==> config.mk <==
export PLATFORM = sky130hd
export DESIGN_NAME = alu_pipe_psr
export DESIGN_NICKNAME = d
export VERILOG_FILES = /design/src/rtl/alu_pkg.sv /design/src/rtl/alu_mul_iter.sv /design/src/rtl/alu_pipe_psr.sv
export SDC_FILE = /design/constraint.sdc
export NUM_CORES = 1
export LEC_CHECK = 0
export ABC_CLOCK_PERIOD_IN_PS = 6100
export CAP_MARGIN = 5
export CORE_MARGIN = 5
export CORE_UTILIZATION = 40
export CTS_CLUSTER_SIZE = 40
export DETAILED_ROUTE_END_ITERATION = 8
export SYNTH_ARGS = -nofsm -noshare
export SYNTH_HDL_FRONTEND = slang
export SYNTH_SLANG_ARGS = --single-unit
export TNS_END_PERCENT = 5
==> constraint.sdc <==
create_clock -name CLK -period 6.1 [get_ports CLK]
set_input_delay 0.915 -clock CLK [delete_from_list [all_inputs] [get_ports CLK]]
set_output_delay 0.915 -clock CLK [all_outputs]
set_load 0.03 [all_outputs]
==> src/rtl/alu_pkg.sv <==
// Shared encodings for the pipelined ALU: opcode fields, flag bit positions and
// the internal operation-class selector.
package alu_pkg;

  localparam logic [3:0] MAJ_RTYPE  = 4'b0000;
  localparam logic [3:0] MAJ_ADDI   = 4'b0101;
  localparam logic [3:0] MAJ_SHIFTS = 4'b1000;
  localparam logic [3:0] MAJ_SUBI   = 4'b1001;
  localparam logic [3:0] MAJ_CMPI   = 4'b1011;

  localparam logic [3:0] EXT_AND  = 4'b0001;
  localparam logic [3:0] EXT_OR   = 4'b0010;
  localparam logic [3:0] EXT_XOR  = 4'b0011;
  localparam logic [3:0] EXT_ADD  = 4'b0101;
  localparam logic [3:0] EXT_ADDC = 4'b0110;
  localparam logic [3:0] EXT_SUB  = 4'b1001;
  localparam logic [3:0] EXT_CMP  = 4'b1011;
  localparam logic [3:0] EXT_MUL  = 4'b1110;

  localparam logic [3:0] SH_LSHI_L = 4'b0000;
  localparam logic [3:0] SH_LSHI_R = 4'b0001;
  localparam logic [3:0] SH_ASHI_L = 4'b0010;
  localparam logic [3:0] SH_ASHI_R = 4'b0011;
  localparam logic [3:0] SH_LSH    = 4'b0100;
  localparam logic [3:0] SH_ASHU   = 4'b0110;

  localparam int unsigned F_CARRY   = 0;
  localparam int unsigned F_LOW     = 1;
  localparam int unsigned F_OVF     = 2;
  localparam int unsigned F_ZERO    = 3;
  localparam int unsigned F_NEG     = 4;
  localparam int unsigned F_INVALID = 5;

  typedef logic [5:0] flags_t;

  // Operation class: decides which PSR bits an accepted op writes.
  typedef enum logic [2:0] {
    SEL_INV,
    SEL_ZN,
    SEL_ADD,
    SEL_SUB,
    SEL_CMP,
    SEL_MUL
  } op_sel_e;

endpackage

==> src/rtl/alu_mul_iter.sv <==
// Iterative shift-add multiplier: one partial product per cycle, WIDTH cycles.
// done is high on the final cycle, with product already including that step.
module alu_mul_iter #(
  parameter int unsigned WIDTH = 16
) (
  input  logic               CLK,
  input  logic               RESET,
  input  logic               start,
  input  logic [WIDTH-1:0]   a,
  input  logic [WIDTH-1:0]   b,
  output logic               done,
  output logic [2*WIDTH-1:0] product
);
  localparam int unsigned CW = (WIDTH > 1) ? $clog2(WIDTH) : 1;

  logic [2*WIDTH-1:0] acc_q, acc_d, mcand_q, mcand_d, acc_next;
  logic [WIDTH-1:0]   mplier_q, mplier_d;
  logic [CW-1:0]      cnt_q, cnt_d;
  logic               busy_q, busy_d;

  assign acc_next = acc_q + (mplier_q[0] ? mcand_q : '0);
  assign done     = busy_q && (cnt_q == '0);
  assign product  = acc_next;

  always_comb begin
    acc_d    = acc_q;
    mcand_d  = mcand_q;
    mplier_d = mplier_q;
    cnt_d    = cnt_q;
    busy_d   = busy_q;
    if (start) begin
      acc_d    = '0;
      mcand_d  = {{WIDTH{1'b0}}, a};
      mplier_d = b;
      cnt_d    = CW'(WIDTH - 1);
      busy_d   = 1'b1;
    end else if (busy_q) begin
      acc_d    = acc_next;
      mcand_d  = mcand_q << 1;
      mplier_d = mplier_q >> 1;
      cnt_d    = cnt_q - CW'(1);
      if (cnt_q == '0) busy_d = 1'b0;
    end
  end

  always_ff @(posedge CLK) begin
    if (RESET) begin
      acc_q    <= '0;
      mcand_q  <= '0;
      mplier_q <= '0;
      cnt_q    <= '0;
      busy_q   <= 1'b0;
    end else begin
      acc_q    <= acc_d;
      mcand_q  <= mcand_d;
      mplier_q <= mplier_d;
      cnt_q    <= cnt_d;
      busy_q   <= busy_d;
    end
  end

endmodule

==> src/rtl/alu_pipe_psr.sv <==
// Registered ALU with persistent status register, valid/ready handshakes on
// both sides and an iterative multiply that stalls the input while running.
module alu_pipe_psr
  import alu_pkg::*;
#(
  parameter int unsigned WIDTH  = 16,
  parameter int unsigned MUL_EN = 1,
  parameter int unsigned SHW    = $clog2(WIDTH)
) (
  input  logic             CLK,
  input  logic             RESET,
  input  logic             in_valid,
  output logic             in_ready,
  input  logic [WIDTH-1:0] A,
  input  logic [WIDTH-1:0] B,
  input  logic [15:0]      OpCode,
  input  logic             psr_clr,
  output logic             out_valid,
  input  logic             out_ready,
  output logic [WIDTH-1:0] C,
  output logic [5:0]       Flags
);
  localparam logic [0:0]       ST_IDLE = 1'b0;
  localparam logic [0:0]       ST_MUL  = 1'b1;
  localparam logic [WIDTH-1:0] W_VAL   = WIDTH'(WIDTH);

  logic [0:0]       state_q, state_d;
  logic             out_valid_q, out_valid_d;
  logic [WIDTH-1:0] c_q, c_d;
  flags_t           flags_q, flags_d, psr_q, psr_d;

  logic [3:0]       major, ext, sh4;
  logic [WIDTH-1:0] imm, operand, res_lu, res;
  logic [WIDTH:0]   sum, diff;
  logic             cin, accept, mul_start, mul_done, unused_opcode_bits;
  logic [2*WIDTH-1:0] mul_product;
  op_sel_e          sel;
  flags_t           base, nf, mf;

  assign major              = OpCode[15:12];
  assign ext                = OpCode[7:4];
  assign sh4                = OpCode[3:0];
  assign imm                = {{(WIDTH-8){OpCode[7]}}, OpCode[7:0]};
  assign unused_opcode_bits = ^OpCode[11:8];

  assign in_ready = (state_q == ST_IDLE) && (!out_valid_q || out_ready);
  assign accept   = in_valid && in_ready;
  // A coinciding psr_clr zeroes every bit the accepted op does not write.
  assign base     = psr_clr ? '0 : psr_q;

  always_comb begin
    sel     = SEL_INV;
    operand = B;
    cin     = 1'b0;
    res_lu  = '0;
    case (major)
      MAJ_RTYPE: begin
        case (ext)
          EXT_AND:  begin sel = SEL_ZN; res_lu = A & B; end
          EXT_OR:   begin sel = SEL_ZN; res_lu = A | B; end
          EXT_XOR:  begin sel = SEL_ZN; res_lu = A ^ B; end
          EXT_ADD:  sel = SEL_ADD;
          EXT_ADDC: begin sel = SEL_ADD; cin = psr_q[F_CARRY]; end
          EXT_SUB:  sel = SEL_SUB;
          EXT_CMP:  sel = SEL_CMP;
          EXT_MUL:  if (MUL_EN != 0) sel = SEL_MUL;
          default:  sel = SEL_INV;
        endcase
      end
      MAJ_ADDI: begin sel = SEL_ADD; operand = imm; end
      MAJ_SUBI: begin sel = SEL_SUB; operand = imm; end
      MAJ_CMPI: begin sel = SEL_CMP; operand = imm; end
      MAJ_SHIFTS: begin
        sel = SEL_ZN;
        case (ext)
          SH_LSHI_L, SH_ASHI_L: res_lu = A << sh4;
          SH_LSHI_R:            res_lu = A >> sh4;
          SH_ASHI_R:            res_lu = $signed(A) >>> sh4;
          SH_LSH:               res_lu = (B >= W_VAL) ? '0 : (A << B[SHW-1:0]);
          SH_ASHU:              res_lu = (B >= W_VAL) ? {WIDTH{A[WIDTH-1]}}
                                                      : ($signed(A) >>> B[SHW-1:0]);
          default:              sel = SEL_INV;
        endcase
      end
      default: sel = SEL_INV;
    endcase
  end

  assign sum  = {1'b0, A} + {1'b0, operand} + {{WIDTH{1'b0}}, cin};
  assign diff = {1'b0, A} - {1'b0, operand};

  always_comb begin
    res = '0;
    nf  = base;
    nf[F_INVALID] = 1'b0;
    case (sel)
      SEL_ZN: begin
        res       = res_lu;
        nf[F_ZERO] = (res_lu == '0);
        nf[F_NEG]  = res_lu[WIDTH-1];
      end
      SEL_ADD: begin
        res         = sum[WIDTH-1:0];
        nf[F_CARRY] = sum[WIDTH];
        nf[F_LOW]   = 1'b0;
        nf[F_OVF]   = (A[WIDTH-1] == operand[WIDTH-1]) && (sum[WIDTH-1] != A[WIDTH-1]);
        nf[F_ZERO]  = (sum[WIDTH-1:0] == '0);
        nf[F_NEG]   = sum[WIDTH-1];
      end
      SEL_SUB, SEL_CMP: begin
        res         = (sel == SEL_SUB) ? diff[WIDTH-1:0] : '0;
        nf[F_CARRY] = diff[WIDTH];
        nf[F_OVF]   = (A[WIDTH-1] != operand[WIDTH-1]) && (diff[WIDTH-1] != A[WIDTH-1]);
        nf[F_LOW]   = diff[WIDTH-1] ^ nf[F_OVF];
        nf[F_ZERO]  = (diff[WIDTH-1:0] == '0);
        nf[F_NEG]   = diff[WIDTH-1];
      end
      SEL_MUL: res = '0;
      default: nf[F_INVALID] = 1'b1;
    endcase
  end

  always_comb begin
    mf            = base;
    mf[F_INVALID] = 1'b0;
    mf[F_CARRY]   = (mul_product[2*WIDTH-1:WIDTH] != '0);
    mf[F_ZERO]    = (mul_product[WIDTH-1:0] == '0);
    mf[F_NEG]     = mul_product[WIDTH-1];
  end

  assign mul_start = accept && (sel == SEL_MUL);

  if (MUL_EN != 0) begin : g_mul
    alu_mul_iter #(.WIDTH(WIDTH)) u_mul (
      .CLK    (CLK),
      .RESET  (RESET),
      .start  (mul_start),
      .a      (A),
      .b      (B),
      .done   (mul_done),
      .product(mul_product)
    );
  end else begin : g_no_mul
    logic unused_mul_start;
    assign unused_mul_start = mul_start;
    assign mul_done         = 1'b0;
    assign mul_product      = '0;
  end

  always_comb begin
    state_d     = state_q;
    out_valid_d = out_valid_q;
    c_d         = c_q;
    flags_d     = flags_q;
    psr_d       = base;
    if (out_valid_q && out_ready) out_valid_d = 1'b0;
    if (accept) begin
      if (sel == SEL_MUL) begin
        state_d = ST_MUL;
      end else begin
        out_valid_d = 1'b1;
        c_d         = res;
        flags_d     = nf;
        psr_d       = nf;
      end
    end
    if ((state_q == ST_MUL) && mul_done) begin
      state_d     = ST_IDLE;
      out_valid_d = 1'b1;
      c_d         = mul_product[WIDTH-1:0];
      flags_d     = mf;
      psr_d       = mf;
    end
  end

  always_ff @(posedge CLK) begin
    if (RESET) begin
      state_q     <= ST_IDLE;
      out_valid_q <= 1'b0;
      c_q         <= '0;
      flags_q     <= '0;
      psr_q       <= '0;
    end else begin
      state_q     <= state_d;
      out_valid_q <= out_valid_d;
      c_q         <= c_d;
      flags_q     <= flags_d;
      psr_q       <= psr_d;
    end
  end

  assign out_valid = out_valid_q;
  assign C         = c_q;
  assign Flags     = flags_q;

endmodule
==> flow_summary.ini <==
[status]
status = complete, no violations

[setup_path]
ff2ff_path_depth = 15
r2r_end = Flags[0]
critPathKind = primary input to register
r2r_start = g_mul.u_mul.mplier_q[0]
cp-start-kind = primary input
crit_required_ns = 6.45
arrival_ns = 6.01
ff2ff_setup_slack_ns = 1.45
cp_max_fo = 14
endpoint_kind = register

[pwr]
p_per_area_mw_per_mm2 = 169.3
ir_drop_uv = 145.5
leakage_nw = 6.186
finalPower_mw = 2.611

[logic_synthesis]
syn_inst = 1806
ys_seq_elements = 114
synth_fp_nets = 1963
ys.flop_type = dfxtp_1
synth_edf_count = 0
ys_seq_area_frac = 0.1708
synth_cell_type_count = 91
synth.avg_cell_area_um2 = 7.401
async_flop_share = 0
syn_area_mm2 = 0.01337
synth_warnings = 0

[place]
gp_congestion = 1.041
dp_slack_ns = -0.05165
dp_hpwl_mm = 39.27
io_buffers = 72

[detailed_routing]
vias = 14274
drt-total-wl_mm = 52.06
drt_iter0_drc = 1650
viasPerCell = 6.161
antenna_left = 0
drc_errors = 0
firstDrtPassIters = 8
wl_per_cell_um = 22.47

[grt]
grt_pass1_vias = 13371
overflow = 0
grt_max_degree = 72
antenna_found_initial = 2
grt.total_usage = 0.2733
grt_first_pass_wirelength_mm = 79.54

[timing]
setup_viol = 0
layout_min_cycle_time_ns = 5.656
worst_slack_ns = 0.4442
slew_viol_final = 0
fmax_mhz = 176.8
finalClockSkew_ns = 0.01099
maxSlewHeadroom = 0.2954
rsz0062_at_grt = false
period_share = 0.9272
hold_viol_final = 0
worstMarginPinSlew_ns = 1.053

[clocking]
clk_pin_slew_worst_paths_ns = 0.06
post_cts_buffers = 0
cts_tree = built
clockRootBuffer = clkbuf_16
cts_sinks = 114
clockBufferDepth = 2
htree_levels = 4
cts_buffers = 17
clkLatencyLatePin_ns = 0.42

[final_layout]
fin_util = 0.4633
num_antenna_cells = 0
finalNetCount = 2013
drive_gt1_frac = 0.1172
area_growth_pct = 15.37

[min_path]
min_path_type = register to register
min-delay-start = g_mul.u_mul.acc_q[23]
hold_depth = 2
hold_end = g_mul.u_mul.acc_q[23]

[floorplan]
die_w_um = 192.8
die-height_um = 192.8
core_area_mm2 = 0.03328
rows = 67
initial_utilization = 0.4016
dieArea_mm2 = 0.03717
ioPinCount = 77

[job]
cap_violations = 0
-- report_power, final --
group	internal, mW	leakage, nW	switching, mW
clock network	0.623	0.301	0.409
logic	0.317	4.96	0.508
registers	0.750	0.920	0.00377
-- per-stage QoR --
stage                     TNS [ns]  std cells  instance area (µm²)  hold slack [ns]
after global routing             0       2317                15420           0.5186
after floorplan                  0       1806                13370           0.4497
after CTS                        0       2317                15410           0.4823
after global placement           0       2285                14800           0.4605
after detailed placement  -0.08979       2285                14800           0.4713
final                            0       2317                15420           0.4799
-- flip-flops by register name, indices dropped and copies added (netlist names) --
signal / count
g_mul.u_mul.busy_q: 1
state_q: 1
out_valid: 1
g_mul.u_mul.acc_q: 32
psr_q: 5
g_mul.u_mul.cnt_q: 4
g_mul.u_mul.mcand_q: 32
C: 16
g_mul.u_mul.mplier_q: 16
Flags: 6
-- cell families (layout without fill, tap and decap cells) --
family | count (synthesis) | in the layout | share of synthesized area
xor gates and xnor gates | 51 | 51 | 0.03342
and+or+nand+nor | 633 | 633 | 0.2309
adders and majority gates | 104 | 104 | 0.1002
muxes | 177 | 177 | 0.1476
DFF | 114 | 114 | 0.1708
AOI/OAI and AO/OA | 514 | 514 | 0.2555
buffers and inverters | 213 | 276 | 0.06169
-- metal layers --
metal,global-route usage,wire length (µm)
met1,0.3939,23370
met2,0.4000,22020
met4,0.1001,1983
met3,0.05608,4629
met5,0,57
-- final cells by class --
type                            count  area, µm²
Clock buffer                       17      425.4
Multi-Input combinational cell   1479      10270
Sequential cell                   114       2286
Timing Repair Buffer              164       1391
Tap cell                          448      560.5
Inverter                           80      300.3
Fill cell                        3369      17860
Clock inverter                     15      185.2
-- worst max path at each step --
stage | startpoint | to | depth (start not counted)
after floorplan | OpCode[4] | psr_q[3] | 26
after global placement | OpCode[14] | Flags[3] | 27
after detailed placement | OpCode[14] | psr_q[3] | 25
after CTS | OpCode[14] | psr_q[3] | 25
after global routing | OpCode[14] | psr_q[3] | 26
final | OpCode[14] | psr_q[3] | 27
-- timing repair --
action,CTS,global route
endpoints found under the setup margin,0,2
gates resized for setup,0,4
hold buffers,0,0
hold endpoints to repair,0,0
-- cell usage in the layout (no fill, tap or decap), types with 8 or more instances in the layout --
cell type / count
nor2_1: 216
nand2_1: 143
mux2i_1: 124
a21oi_1: 123
dfxtp_1: 113
o21ai_0: 101
ha_1: 99
buf_4: 92
inv_1: 77
clkdlybuf4s50_1: 68
a211oi_1: 58
nor3_1: 47
and2_1: 42
mux2_2: 41
xnor2_1: 39
nand3_1: 37
a31oi_1: 27
a21o_1: 24
nand2b_1: 22
o211ai_1: 22
nor2b_1: 18
nor4_1: 17
and3_1: 17
clkbuf_16: 17
o21bai_1: 16
o22ai_1: 16
nand4_1: 15
a221oi_1: 14
xor2_1: 12
o221ai_1: 12
mux4_2: 12
a22oi_1: 12
o31ai_1: 11
o21a_1: 9
or2_2: 8
or4_1: 8
-- synthesized netlist by cell type (all sizes together), types with 11 or more instances --
master / count / area, µm²
nor2b: 18 / 112.6
mux2i: 124 / 1241
o211ai: 22 / 165.2
nand2b: 22 / 137.6
buf: 32 / 145.1
a31oi: 28 / 181.4
inv: 78 / 292.8
nor2: 216 / 810.8
a22oi: 12 / 90.09
xnor2: 39 / 341.6
o21bai: 16 / 120.1
o22ai: 16 / 100.1
nand4: 17 / 127.6
a211oi: 60 / 460.4
a21oi: 125 / 640.6
and2: 44 / 279.0
o221ai: 12 / 105.1
nor4: 18 / 112.6
clkbuf: 101 / 379.1
a221oi: 15 / 148.9
nor3: 49 / 255.3
o21ai: 109 / 549.3
mux2: 41 / 461.7
ha: 99 / 1239
and3: 17 / 106.4
nand2: 143 / 536.8
dfxtp: 114 / 2282
nand3: 37 / 185.2
o31ai: 11 / 82.58
xor2: 12 / 105.1
mux4: 12 / 270.3
a21o: 26 / 197.7
-- worst max-delay path, cell delays in order --
cell	delay [ns]
clkdlybuf4s50_1	0.43
nor3b_1	0.15
o21ai_1	0.17
inv_1	0.09
buf_4	0.18
o21ai_0	0.22
buf_4	0.18
inv_1	0.05
ha_1	0.17
o21bai_1	0.19
o211ai_1	0.28
a211o_1	0.25
a21o_1	0.15
o21bai_1	0.07
a21oi_1	0.17
nor2_1	0.06
nor2_1	0.11
o21bai_1	0.09
fa_1	0.48
nand3b_1	0.17
or4_1	0.48
nor4_2	0.29
nand4_1	0.12
nor4_1	0.18
a41o_1	0.16
nor3_1	0.06
a21oi_1	0.13
No activity file was read; power rests on OpenSTA's default activity.
